File: src/rtl/pc_ras_unit.sv
// pc_ras_unit: fetch-stage program counter with branch redirect and a circular
// return-address stack for call/return.
// Optional build macro PC_TRAP_EN: when defined, a call into a full stack or a
// return from an empty stack redirects the PC to TRAP_VECTOR instead of
// overwriting the oldest entry / falling through.
module pc_ras_unit #(
  parameter int unsigned      WIDTH        = 8,
  parameter int unsigned      STEP         = 1,
  parameter logic [WIDTH-1:0] RESET_VECTOR = '0,
  parameter int unsigned      RAS_DEPTH    = 4
`ifdef PC_TRAP_EN
  , parameter logic [WIDTH-1:0] TRAP_VECTOR = WIDTH'(8'hF0)
`endif
) (
  input  logic                         CLK,
  input  logic                         RST_N,
  input  logic                         En,
  input  logic                         Branch_take,
  input  logic                         Call,
  input  logic                         Ret,
  input  logic [WIDTH-1:0]             Target,
  input  logic                         Err_clr,
  output logic [WIDTH-1:0]             Data_out,
  output logic [$clog2(RAS_DEPTH):0]   Ras_count,
  output logic                         Ras_full,
  output logic                         Ras_empty,
  output logic                         Err_ovf,
  output logic                         Err_unf
);

  localparam int unsigned PW = $clog2(RAS_DEPTH);
  localparam int unsigned CW = PW + 1;
  localparam logic [WIDTH-1:0] STEP_W  = WIDTH'(STEP);
  localparam logic [CW-1:0]    DEPTH_C = CW'(RAS_DEPTH);

  logic [WIDTH-1:0] pc_q, pc_nxt, pc_inc, ret_addr;
  logic [PW-1:0]    wp_q, wp_nxt, wp_top;
  logic [CW-1:0]    cnt_q, cnt_nxt;
  logic             ovf_q, unf_q, ovf_set, unf_set, push;
  logic [WIDTH-1:0] stack [RAS_DEPTH];

  // wp points at the next free slot; the top of stack is one below it (mod depth)
  assign pc_inc   = pc_q + STEP_W;
  assign wp_top   = wp_q - PW'(1);
  assign ret_addr = stack[wp_top];

  assign Data_out  = pc_q;
  assign Ras_count = cnt_q;
  assign Ras_full  = (cnt_q == DEPTH_C);
  assign Ras_empty = (cnt_q == '0);
  assign Err_ovf   = ovf_q;
  assign Err_unf   = unf_q;

  // next-PC and stack-pointer selection: branch > call > return > sequential
  always_comb begin
    pc_nxt  = pc_inc;
    wp_nxt  = wp_q;
    cnt_nxt = cnt_q;
    push    = 1'b0;
    ovf_set = 1'b0;
    unf_set = 1'b0;
    if (Branch_take) begin
      pc_nxt = Target;
    end else if (Call) begin
      if (Ras_full) begin
        ovf_set = 1'b1;
`ifdef PC_TRAP_EN
        pc_nxt  = TRAP_VECTOR;
`else
        // circular overwrite of the oldest entry; count saturates at depth
        pc_nxt  = Target;
        push    = 1'b1;
        wp_nxt  = wp_q + PW'(1);
`endif
      end else begin
        pc_nxt  = Target;
        push    = 1'b1;
        wp_nxt  = wp_q + PW'(1);
        cnt_nxt = cnt_q + CW'(1);
      end
    end else if (Ret) begin
      if (Ras_empty) begin
        unf_set = 1'b1;
`ifdef PC_TRAP_EN
        pc_nxt  = TRAP_VECTOR;
`endif
      end else begin
        pc_nxt  = ret_addr;
        wp_nxt  = wp_top;
        cnt_nxt = cnt_q - CW'(1);
      end
    end
  end

  // PC, stack pointer, count and sticky error flags; everything holds while stalled
  always_ff @(posedge CLK or negedge RST_N) begin
    if (!RST_N) begin
      pc_q  <= RESET_VECTOR;
      wp_q  <= '0;
      cnt_q <= '0;
      ovf_q <= 1'b0;
      unf_q <= 1'b0;
    end else if (En) begin
      pc_q  <= pc_nxt;
      wp_q  <= wp_nxt;
      cnt_q <= cnt_nxt;
      ovf_q <= ovf_set | (ovf_q & ~Err_clr);
      unf_q <= unf_set | (unf_q & ~Err_clr);
    end
  end

  // stack storage carries no reset; only entries below the count are ever read
  always_ff @(posedge CLK) begin
    if (En && push) begin
      stack[wp_q] <= pc_inc;
    end
  end

endmodule

File: config.mk
export PLATFORM = sky130hd
export DESIGN_NAME = pc_ras_unit
export DESIGN_NICKNAME = d
export VERILOG_FILES = /design/src/rtl/pc_ras_unit.sv
export SDC_FILE = /design/constraint.sdc
export NUM_CORES = 1
export LEC_CHECK = 0
export CORE_UTILIZATION = 56
export CTS_BUF_LIST = sky130_fd_sc_hd__clkbuf_8
export DETAILED_ROUTE_END_ITERATION = 12
export HOLD_SLACK_MARGIN = 0.15
export PLACE_DENSITY_LB_ADDON = 0.2
export SLEW_MARGIN = 20
export SYNTH_ARGS = -nofsm -noshare
export SYNTH_HDL_FRONTEND = slang
export SYNTH_SLANG_ARGS = --single-unit
File: constraint.sdc
create_clock -name CLK -period 2.2 [get_ports CLK]
set_clock_uncertainty 0.05 [all_clocks]
set_input_delay 0.22 -clock CLK [delete_from_list [all_inputs] [get_ports CLK]]
set_output_delay 0.22 -clock CLK [all_outputs]
set_load 0.005 [all_outputs]
==> summary.txt <==
CTS
  – Buffer depth of the longest clock path: 2
  – TritonCTS clock tree: done
  – Clock slew seen by the registers of the worst setup and hold paths: 0.09 ns
  – Count of instances resized after the clock tree is built: 0
  – Post CTS Setup Buffer Count: 0
  – Hold-fix buffers, CTS: 0
  – Clock latency reported for the late side of the worst-skew pair: 0.30 ns
  – Root buffer cell: sky130_fd_sc_hd__clkbuf_8
  – Cts bufs inserted: 5
  – Clk sink count: 47
  – Number of H-tree levels: 2

Setup path
  – Data arrival time of the critical path: around 1.7 ns
  – WS Path Type: reg2out
  – Data required time at the worst endpoint: between 1.5 and 2 ns
  – CP endpoint kind: output port
  – Setup crit start kind: flip-flop
  – Maximum fanout along the worst path: 9

Route
  – Via count of the routed design: around 1500
  – DRT Wirelength: 4.65 mm
  – Remaining number of nets flagged by the antenna check after routing: 0
  – Wire length per cell: 19.1 µm
  – Number of DRC markers in iteration 0: 110
  – Number of DRC violations after detailed routing: 0
  – DRT Pass-1 Iters: 4
  – Via density: ~6

Die
  – Io pins: 30
  – Cell Rows: 22
  – Height of the die: between 60 and 70 µm
  – Die area: between 4000 and 5000 µm²
  – Die outline width: roughly 65 µm
  – Area of the core: around 3700 µm²
  – Effective utilization at floorplan: 59.3%

Cells and area
  – Commonest non-fill, non-tap cells in the layout: sky130_fd_sc_hd__edfxtp_1, sky130_fd_sc_hd__clkdlybuf4s50_1, sky130_fd_sc_hd__dfrtp_1
  – Post-Layout Cell Count: 243
  – Count of antenna diodes in the layout: 0
  – Commonest non-fill, non-tap cell in the layout: sky130_fd_sc_hd__edfxtp_1
  – Multi-input gate area in the final layout: slightly above 800 µm²
  – Share of final-layout standard cells stronger than drive strength 1: 9.74%
  – Fillcell total: roughly 250
  – Number of nets at the end of the flow: 215
  – Growth of design area from synthesis to finish: 20.5%
  – Area taken by flip-flops and latches: around 1300 µm²

Global route
  – Tot GR Track Use: between 20% and 30%
  – Via count of the first global-routing pass: between 1000 and 1500
  – Pin count of the biggest net entering global routing: 22
  – Antenna violations before repair: 0
  – Global-route congestion overflow total: 0
  – First-pass GRT wire length: approximately 7.5 mm

Flow run
  – Number of max-cap violations: 0

Yosys
  – Post-Syn Area per Cell: roughly 14 µm²
  – Sequential cell area fraction in the yosys report: between 60 and 70%
  – Syn. warnings: 0
  – Number of synthesized register bits: between 40 and 50
  – Netlist area before placement: about 2200 µm²
  – Cell count after synthesis: ~160
  – Distinct cell type count of the synthesized netlist: 38
  – Mapped Nets: between 150 and 200

Pwr
  – VDD IR-drop max: ~0.64 mV
  – Part of the power in registers: between 40% and 50%
  – Leakage dissipation: between 0.9 and 1 nW
  – Switching power as a share of total power: 32.6%
  – Share of power burned in the clock network: around 19%
  – Cell Int Power: 1.85 mW
  – Share of total power in combinational logic: between 30 and 40%
  – Reported net switching power: between 0.8 and 0.9 mW
  – PD cells: 1040 nW/µm²

Worst hold path
  – Worst min path class: in2async

STA
  – Final hold violation count: 0
  – Post-layout min period: between 1.5 and 2 ns
  – Slew of the pin with the lowest slew margin: approximately 0.73 ns
  – FMAX: around 0.5 GHz
  – Final Setup Violations: 0
  – Max-slew violation count: 0
  – Setup TNS: 0 ns
  – Final critical-path share of the clock period: 89.7%
  – RSZ-0062 raised after global routing: false
  – Remaining max-slew budget at the tightest pin: roughly half

Placed design
  – Port buffer count: 29
  – Placer congestion estimate: 0.827
  – Placed instance count: about 240
  – Placed wire-length estimate: 3.39 mm

Outcome
  – Result of the run: finished, final reports clean
cell type report:
| type | instances | area share, % |
|---|---|---|
| sequential | 47 | 50.3 |
| multi-input combinational | 101 | 30.9 |
| timing repair buffer | 35 | 12.6 |
| clock buffer | 5 | 2.59 |
| tap | 48 | 2.26 |
| clock inverter | 3 | 0.753 |
| inverter | 4 | 0.565 |
cell families after synthesis:
group	Yosys count	share of synthesized area (%)
multiplexers	10	10.1
AND/OR/NAND/NOR	44	9.70
XOR/XNOR	7	2.78
adder cells (fa/ha/maj)	6	3.75
AO/OA/AOI/OAI	34	11.0
buffers and inverters	10	2.10
flip-flops	47	60.6
cells in the mapped netlist:
master,instances,area [µm²]
sky130_fd_sc_hd__clkbuf_1,4,15.0
sky130_fd_sc_hd__o31a_1,1,8.76
sky130_fd_sc_hd__nand2_1,12,45.0
sky130_fd_sc_hd__nor3_1,1,5.00
sky130_fd_sc_hd__nor2_2,1,6.26
sky130_fd_sc_hd__a22oi_1,1,7.51
sky130_fd_sc_hd__and3_1,6,37.5
sky130_fd_sc_hd__xor2_1,1,8.76
sky130_fd_sc_hd__a21o_1,1,7.51
sky130_fd_sc_hd__a31oi_1,2,12.5
sky130_fd_sc_hd__mux4_1,6,158
sky130_fd_sc_hd__fa_1,1,20.0
sky130_fd_sc_hd__o31ai_1,1,7.51
sky130_fd_sc_hd__ha_1,5,62.6
sky130_fd_sc_hd__o22ai_1,5,31.3
sky130_fd_sc_hd__a211oi_1,2,15.0
sky130_fd_sc_hd__nand2b_1,2,12.5
sky130_fd_sc_hd__o31ai_4,1,21.3
sky130_fd_sc_hd__xnor2_1,6,52.6
sky130_fd_sc_hd__nor3b_2,1,12.5
sky130_fd_sc_hd__nor2_1,11,41.3
sky130_fd_sc_hd__buf_2,1,5.00
sky130_fd_sc_hd__inv_1,4,15.0
sky130_fd_sc_hd__nand3_1,7,35.0
sky130_fd_sc_hd__buf_6,1,11.3
sky130_fd_sc_hd__o21ai_0,7,35.0
sky130_fd_sc_hd__edfxtp_1,32,961
sky130_fd_sc_hd__o21ai_1,1,5.00
sky130_fd_sc_hd__nand4_1,2,12.5
sky130_fd_sc_hd__dfrtp_1,15,375
sky130_fd_sc_hd__mux2i_1,2,20.0
sky130_fd_sc_hd__o221ai_1,1,8.76
sky130_fd_sc_hd__mux4_2,2,45.0
sky130_fd_sc_hd__o221a_2,1,11.3
sky130_fd_sc_hd__nor2b_1,1,6.26
sky130_fd_sc_hd__a21oi_1,6,30.0
sky130_fd_sc_hd__a221o_1,2,20.0
sky130_fd_sc_hd__a32o_1,2,20.0
flip-flops by register name (all words and copies together) (netlist names):
| signal | count |
|---|---|
| stack | 32 |
| Ras_count | 3 |
| Data_out | 8 |
| Err_ovf | 1 |
| wp_q | 2 |
| Err_unf | 1 |
through the flow:
stage | utilization [%] | setup slack [ns] | area (µm²) | power (mW) | hold slack [ns]
finish | 71.5 | 0.227 | 2660 | 2.75 | 0.296
global route | 71.5 | 0.177 | 2660 | 2.90 | 0.351
CTS | 71.5 | 0.235 | 2660 | 2.77 | 0.306
detailed placement | 69.1 | 0.168 | 2570 | 2.26 | 0.412
global placement | 69.1 | 0.241 | 2570 | 2.22 | 0.403
floorplan | - | 0.248 | 2200 | 1.85 | -0.126
power groups by stage:
| stage | clock (mW) | combinational [mW] | sequential [mW] |
|---|---|---|---|
| finish | 0.508 | 0.988 | 1.26 |
| global route | 0.547 | 1.08 | 1.27 |
| CTS | 0.519 | 0.996 | 1.25 |
| detailed placement | 0 | 0.992 | 1.27 |
| global placement | 0 | 0.959 | 1.26 |
| floorplan | 0 | 0.601 | 1.25 |
worst max-delay path: stages, from the launching register on:
cell and delay (ns):
sky130_fd_sc_hd__dfrtp_1 0.52, sky130_fd_sc_hd__nor3b_2 0.33, sky130_fd_sc_hd__clkdlybuf4s50_1 0.56
per-layer routing:
metal / track usage [%] / wire length (µm) / up-vias
met5: 0 / 0 / -
met3: 5.11 / 285 / 7
li1: - / - / 689
met2: 40.6 / 2280 / 50
met4: 6.94 / 68 / 0
met1: 34.3 / 2020 / 705
path summary, 6_finish.rpt:
check / slack (ns) / start / cells past startpoint / end
worst min register to register: 0.43 / Err_unf / 2 / Err_unf
min in group CLK: 0.43 / Err_unf / 2 / Err_unf
worst max-delay path: 0.23 / Ras_count[0] / 2 / Ras_full
worst min-delay path: 0.30 / RST_N / 1 / Ras_count[2]
max in group asynchronous: 1.33 / RST_N / 1 / wp_q[0]
worst max register to register: 0.34 / Data_out[0] / 5 / Data_out[4]
Power figures use the tool's default switching activity.
